File: src/rtl/truth_table_sweeper.sv
// Sweeps every input vector onto a small combinational cell, captures its truth table after a
// programmable settle time and compares it against an expected table.
module truth_table_sweeper #(
  parameter int unsigned          N_IN          = 2,
  parameter int unsigned          SETTLE_CYCLES = 1,
  parameter logic [(2**N_IN)-1:0] EXPECTED      = 4'b0010
) (
  input  logic                    clk,
  input  logic                    reset,
  input  logic                    start,
  input  logic                    abort,
  output logic [N_IN-1:0]         dut_in,
  input  logic                    dut_s,
  output logic                    busy,
  output logic                    done,
  output logic [(2**N_IN)-1:0]    table_out,
  output logic                    match,
  output logic [N_IN:0]           mismatch_count
);

  localparam int unsigned NVec = 2**N_IN;
  localparam int unsigned CntW = (SETTLE_CYCLES > 1) ? $clog2(SETTLE_CYCLES) : 1;
  localparam logic [CntW-1:0] CntLoad = CntW'(SETTLE_CYCLES - 1);

  typedef enum logic [1:0] {StIdle, StSettle, StSample, StDone} state_e;

  state_e           r_state;
  logic [N_IN-1:0]  r_idx;
  logic [CntW-1:0]  r_cnt;
  logic [NVec-1:0]  r_table;
  logic [N_IN:0]    r_mm;
  logic             r_match;

  logic             w_miss;
  logic [NVec-1:0]  w_table_upd;

  // Table as it will look after the current SAMPLE cycle; match is judged on this value.
  always_comb begin
    w_miss              = dut_s ^ EXPECTED[r_idx];
    w_table_upd         = r_table;
    w_table_upd[r_idx]  = dut_s;
  end

  always_ff @(posedge clk) begin
    if (reset) begin
      r_state <= StIdle;
      r_idx   <= '0;
      r_cnt   <= '0;
      r_table <= '0;
      r_mm    <= '0;
      r_match <= 1'b0;
    end else begin
      case (r_state)
        StIdle, StDone: begin
          if (start) begin
            r_state <= StSettle;
            r_idx   <= '0;
            r_cnt   <= CntLoad;
            r_table <= '0;
            r_mm    <= '0;
            r_match <= 1'b0;
          end
        end
        StSettle: begin
          if (abort) begin
            r_state <= StIdle;
            r_idx   <= '0;
            r_table <= '0;
            r_mm    <= '0;
            r_match <= 1'b0;
          end else if (r_cnt == '0) begin
            r_state <= StSample;
          end else begin
            r_cnt <= r_cnt - 1'b1;
          end
        end
        StSample: begin
          if (abort) begin
            r_state <= StIdle;
            r_idx   <= '0;
            r_table <= '0;
            r_mm    <= '0;
            r_match <= 1'b0;
          end else begin
            r_table <= w_table_upd;
            r_mm    <= r_mm + {{N_IN{1'b0}}, w_miss};
            if (r_idx == {N_IN{1'b1}}) begin
              // Last vector: stop here, idx never wraps.
              r_state <= StDone;
              r_match <= (w_table_upd == EXPECTED);
            end else begin
              r_state <= StSettle;
              r_idx   <= r_idx + 1'b1;
              r_cnt   <= CntLoad;
            end
          end
        end
        default: r_state <= StIdle;
      endcase
    end
  end

  assign dut_in         = r_idx;
  assign busy           = (r_state == StSettle) || (r_state == StSample);
  assign done           = (r_state == StDone);
  assign table_out      = r_table;
  assign match          = r_match;
  assign mismatch_count = r_mm;

endmodule

File: config.mk
export PLATFORM = sky130hd
export DESIGN_NAME = truth_table_sweeper
export DESIGN_NICKNAME = d
export VERILOG_FILES = /design/src/rtl/truth_table_sweeper.sv
export SDC_FILE = /design/constraint.sdc
export NUM_CORES = 1
export LEC_CHECK = 0
export ABC_AREA = 0
export BUFFER_PORTS_ARGS = -buffer_cell sky130_fd_sc_hd__buf_2
export CORE_MARGIN = 3
export CORE_UTILIZATION = 43
export DETAILED_ROUTE_END_ITERATION = 7
export PLACE_DENSITY = 0.66
export SLEW_MARGIN = 20
export SYNTH_ARGS = -nofsm -noshare
export SYNTH_HDL_FRONTEND = slang
export SYNTH_SLANG_ARGS = --single-unit
File: constraint.sdc
create_clock -name clk -period 2.1 [get_ports clk]
set_clock_uncertainty 0.2 [all_clocks]
set_input_delay 0.105 -clock clk [delete_from_list [all_inputs] [get_ports clk]]
set_output_delay 0.105 -clock clk [all_outputs]
set_load 0.01 [all_outputs]
==> results of run 1 <==
-- cells in the final DEF (no fill, tap or decap), drive strengths merged, types with 3 or more instances in the layout --
cell	instances
buf	17
dfxtp	12
a21oi	10
ha	9
nor2	8
inv	7
o21ai	5
nand2	5
o211ai	3
a22oi	3
clkbuf	3
nand2b	3
-- flip-flops by register name (all words and copies together) (netlist names) --
| register | count |
|---|---|
| dut_in | 2 |
| match | 1 |
| table_out | 4 |
| r_state | 2 |
| mismatch_count | 3 |
-- cell type report --
cell class	count	share of cell area
multi-input combinational	62	0.5096
sequential	12	0.2828
clock buffer	3	0.02651
tap	16	0.02356
inverter	7	0.03093
timing repair buffer	19	0.1267
-- through the flow --
step / worst slack, ns / hold slack (ns) / cells / cell area [um^2]
after detailed placement: 0.2224 / 0.2403 / 114 / 807.0
final: 0.2163 / 0.03740 / 119 / 849.6
after global routing: 0.09706 / 0.04552 / 119 / 849.6
after floorplan: 0.2725 / -0.02593 / 83 / 714.4
after global placement: 0.2777 / 0.2347 / 114 / 807.0
after CTS: 0.2057 / 0.02792 / 119 / 849.6
-- synthesized netlist by cell type (all sizes together) --
master   n  area, um^2
a21oi   10       50.05
mux2     1       11.26
and2     2       13.77
a22oi    3       22.52
inv      7       26.28
nor2     8       30.03
nand2b   3       26.27
buf      1       11.26
o211ai   3       22.52
nor2b    1       6.260
dfxtp   12       240.2
xor2     1       8.760
and2b    1       7.510
nand3    2       10.01
nand4b   2       17.52
nand4    1       6.260
o21ai    5       25.02
ha       9       112.6
clkbuf   1       3.750
and4     1       10.01
nand2    5       26.27
a31oi    1       6.260
nor3b    1       7.510
or4      1       7.510
nor3     1       5.000
-- routing by layer --
metal / track usage / part of all wire
met1: 0.2065 / 0.46
met5: 0 / 0
met2: 0.2846 / 0.47
met4: 0.04972 / 0.0091
met3: 0.07280 / 0.060
-- kinds of logic (layout without fill, tap and decap cells) --
group                      after synthesis  count (layout)
buffers and inverters                    9              29
adders and majority gates                9               9
and+or+nand+nor                         29              29
muxes                                    1               1
xor gates and xnor gates                 1               1
DFF                                     12              12
AOI/OAI and AO/OA                       22              22
-- critical path, delay by kind of cell, from the launching register on --
kind,cells,cell delay (ns)
fa+ha+maj,1,0.34
compound gates,1,0.14
buf+inv,1,0.07
flops,1,0.36
simple gates,3,0.71
-- power groups by stage --
stage / Sequential, uW / Clock (uW) / Combinational (uW)
after detailed placement: 239 / 0 / 77.5
after global placement: 239 / 0 / 75.7
after CTS: 234 / 144 / 81.2
final: 234 / 135 / 80.3
after global routing: 234 / 161 / 90.3
after floorplan: 239 / 0 / 58.3
-- path summary, 6_finish.rpt --
| path | depth (start not counted) | to |
|---|---|---|
| max reg2reg | 6 | dut_in[0]$_SDFFE_PP0P_ |
| max | 6 | dut_in[0]$_SDFFE_PP0P_ |
| min | 4 | match$_SDFFE_PP0P_ |
| min reg2reg | 2 | match$_SDFFE_PP0P_ |
==> flow_summary.toml, run 1 <==
[clock_network]
numCtsBuffers = 3
post-cts-setup-buffers = 0
cts_tree = "built"
hold_buffers = 2
clk_path_buf_depth = 2
cts.htree.levels = 1
clkSinkCount = 12
cts-resized-gates = 0
clockRootBuffer = "clkbuf_4"
clk_pin_slew_ns = 0.07
worstSkewPairLatency_ns = 0.27

[timing]
drv_slew = 0
worst_pin_slew_ns = 0.2590
layout_min_cycle_time_ns = 1.884
period_share = 0.8970
max_slew_margin = 0.8273
timing_hold_violations_final = 0
fmax_mhz = 530.9
setup_tns_ns = 0
rsz0062_at_grt = "no"
setup_viol = 0

[grt]
grt_max_degree = 13
grt_pass1_wl_mm = 2.684
overflow = 0
antenna_found_initial = 0
grt_usage = 0.1732
grt_pass1_vias = 607

[layout]
drive_above_1_share = 0.2427
multi_input_area_um2 = 432.9
synthToLayoutAreaGrowth_pct = 18.91
diodes = 0
fillCellCount = 146
final_util = 0.5511
layout.nets = 119
register_area_um2 = 240.2

[drt]
drtPass1Iterations = 4
vias_per_cell = 5.462
num_vias = 650
drt_iter0_drc = 13
drtAntennaViolNets = 0
drc = 0
wire_per_inst_um = 12.97
finalWirelength_mm = 1.544

[floorplan]
std_cell_rows = 14
die_h_um = 46.76
core_um2 = 1541
die_w_um = 46.76
io-pin-count = 17
start_util = 0.4635
dieArea_um2 = 2187

[critical_path]
criticalPathCategory = "flop to flop"
slowest_stage = "or4_1"
crit_fanout = 7
cp-startpoint = "r_state[0]$_SDFFE_PP0N_"
reg2reg_setup_slack_ns = 0.22
required_ns = 2.11
endpoint_kind = "flop"
reg2reg_from = "r_state[0]$_SDFFE_PP0N_"
critical_path.max_stage_delay_ns = 0.47
crit_chain = "inv_1 > ha_1 > nand2b_1 > nand2_4 > or4_1 > a21oi_1"
worstSetupStartpointType = "flop"
worstPathArrival_ns = 1.89

[pwr]
seq_power_share = 0.521
ir_drop_mv = 0.3714
intPower_uw = 329.8
p_sw_uw = 119.1
finalPower_uw = 448.9
power_frac_comb = 0.179
clkPwrFrac = 0.300
netSwitchingFraction = 0.2653
leakagePower_uw = 0.0003904
powerDensity_nw_per_um2 = 528.4

[synth]
synth.avg_cell_area_um2 = 8.608
synth_top_family_by_area = "simple AND/OR/NAND/NOR gates"
synth-seq-cells = 12
seq_area_frac_synth = 0.3363
syn-num-nets = 97
synthAdderAreaFrac = 0.1576
synth_cell_type_count = 28
synth_cells = 83
synthMuxAreaShare = 0.01576
synth-simple-area-share = 0.2434
ys_warn_count = 0
synth_compound_area_frac = 0.1769
synth_area_um2 = 714.4
synth_xor_area_frac = 0.01226

[status]
status = "finished, final reports clean"

[hold_path]
hold_path_class = "input pin to flop"
min-delay-start = "dut_s"

[place]
dp_hpwl_mm = 1.177
place_congestion = 0.7362
portBuffers = 16

[job]
cap_violations = 0
No activity file was read; power rests on OpenSTA's default activity.
==> run 2, diff against run 1 <==
ABC_AREA = default   (was 0)
CTS_BUF_LIST = sky130_fd_sc_hd__clkbuf_16   (was default)
==> run 2 against run 1 <==
Compared with the run above: combinational power fell by 2%; worst hold slack got worse by 0.030 ns; sequential power barely moved; wire length did not move; die area did not move; total power rose by 45%; fmax rose by 0.39%; first-iteration DRC count fell by 23%; design area rose by 5.0%; critical endpoint unchanged; largest cell class unchanged; highest routed layer is now met3.
==> flow_summary.toml, run 2 (same netlist as run 1, synthesis figures left out) <==
[status]
status = "finished, final reports clean"

[critical_path]
required_ns = 2.07
cp.buffers_inverters = 1
crit_fanout = 7
criticalPathCategory = "flop to flop"
endpoint_kind = "flop"
worstSetupStartpointType = "flop"
critical_path.max_stage_delay_ns = 0.47
slowest_stage = "or4_1"
worstPathArrival_ns = 1.85
cp_top_family = "simple AND/OR/NAND/NOR gates"
crit_chain = "inv_1 > ha_1 > nand2b_1 > nand2_4 > or4_1 > a21oi_1"

[grt]
grt_usage = 0.1732
antenna_found_initial = 0
grt_pass1_vias = 614
grt_max_degree = 13
grt_pass1_wl_mm = 2.656
overflow = 0

[pwr]
powerDensity_nw_per_um2 = 728.1
p_sw_uw = 138.9
netSwitchingFraction = 0.2138
power_frac_comb = 0.121
ir_drop_mv = 0.4922
seq_power_share = 0.362
clkPwrFrac = 0.517
intPower_uw = 510.7
leakagePower_uw = 0.0004094
finalPower_uw = 649.6

[drt]
drtPass1Iterations = 5
drc = 0
drtAntennaViolNets = 0
finalWirelength_mm = 1.544
wire_per_inst_um = 13.08
num_vias = 635
vias_per_cell = 5.381
drt_iter0_drc = 10

[layout]
final_common_cell = "buf_2"
final_cell_mix = "buf_2 (16), dfxtp_1 (12), a21oi_1 (10)"
final_area_um2 = 892.1
drive_above_1_share = 0.2451
largest_register_ffs = 4
layout.nets = 118
fillCellCount = 137
diodes = 0
synthToLayoutAreaGrowth_pct = 24.87

[timing]
worst_pin_slew_ns = 0.2685
setup_tns_ns = 0
setup_viol = 0
layout_min_cycle_time_ns = 1.876
period_share = 0.8935
timing_hold_violations_final = 0
fmax_mhz = 532.9
drv_slew = 0
max_slew_margin = 0.8210
holdWs_ns = 0.007716
rsz0062_at_grt = "no"
worst_slack_ns = 0.2236

[clock_network]
cts_tree = "built"
worstSkewPairLatency_ns = 0.24
clkSinkCount = 12
clk_path_buf_depth = 2
clk_pin_slew_ns = 0.04
clockRootBuffer = "clkbuf_16"
numCtsBuffers = 3
post-cts-setup-buffers = 0
hold_buffers = 1
cts-resized-gates = 0
cts.htree.levels = 1

[floorplan]
die_h_um = 46.76
die_w_um = 46.76
start_util = 0.4635
core_um2 = 1541
dieArea_um2 = 2187
std_cell_rows = 14
io-pin-count = 17

[job]
cap_violations = 0

[place]
portBuffers = 16
dpl-instance-area_um2 = 807.0
place_congestion = 0.7362
dp_slack_ns = 0.2224
dp_hpwl_mm = 1.177

[hold_path]
hold_path_class = "input pin to flop"
==> run 2: through the flow <==
step	instances	utilization
3_3_place_gp	114	0.5235
2_1_floorplan	83	-
4_1_cts	118	0.5787
5_1_grt	118	0.5787
6_report	118	0.5787
3_5_place_dp	114	0.5235
==> run 2: worst paths after layout <==
path	startpoint	to	slack (ns)	cells after the start
setup / recovery	r_state[0]$_SDFFE_PP0N_	dut_in[0]$_SDFFE_PP0P_	0.22	6
hold / removal	start	r_state[1]$_SDFFE_PP0N_	0.008	4
setup reg to reg	r_state[0]$_SDFFE_PP0N_	dut_in[0]$_SDFFE_PP0P_	0.22	6
hold reg to reg	match$_SDFFE_PP0P_	match$_SDFFE_PP0P_	0.26	2
==> run 2: cell type report <==
type | instances | area (um^2) | area share
multi-input cells | 62 | 432.9 | 0.4853
clock buffers | 3 | 75.07 | 0.08415
flip-flops and latches | 12 | 240.2 | 0.2693
repair buffers | 18 | 97.59 | 0.1094
inverters | 7 | 26.28 | 0.02945
well taps | 16 | 20.02 | 0.02244
==> run 2: worst min-delay path, delay by kind of cell <==
| family | cells | cell delay (ns) |
|---|---|---|
| buf+inv | 2 | 0.14 |
| compound gates | 1 | 0.08 |
| simple gates | 1 | 0.08 |
==> run 2: routing by layer <==
metal	up-vias	part of all wire	track usage
li1	331	-	-
met1	292	0.46	0.2019
met4	0	0	0.03315
met3	0	0.061	0.08429
met5	-	0	0
met2	12	0.48	0.2900
==> run 2: power by group through the flow <==
stage | sequential [uW] | clock [uW] | combinational, uW
global placement | 239 | 0 | 75.7
finish | 235 | 336 | 78.8
detailed placement | 239 | 0 | 77.5
CTS | 235 | 345 | 79.3
floorplan | 239 | 0 | 58.3
global route | 235 | 359 | 88.9
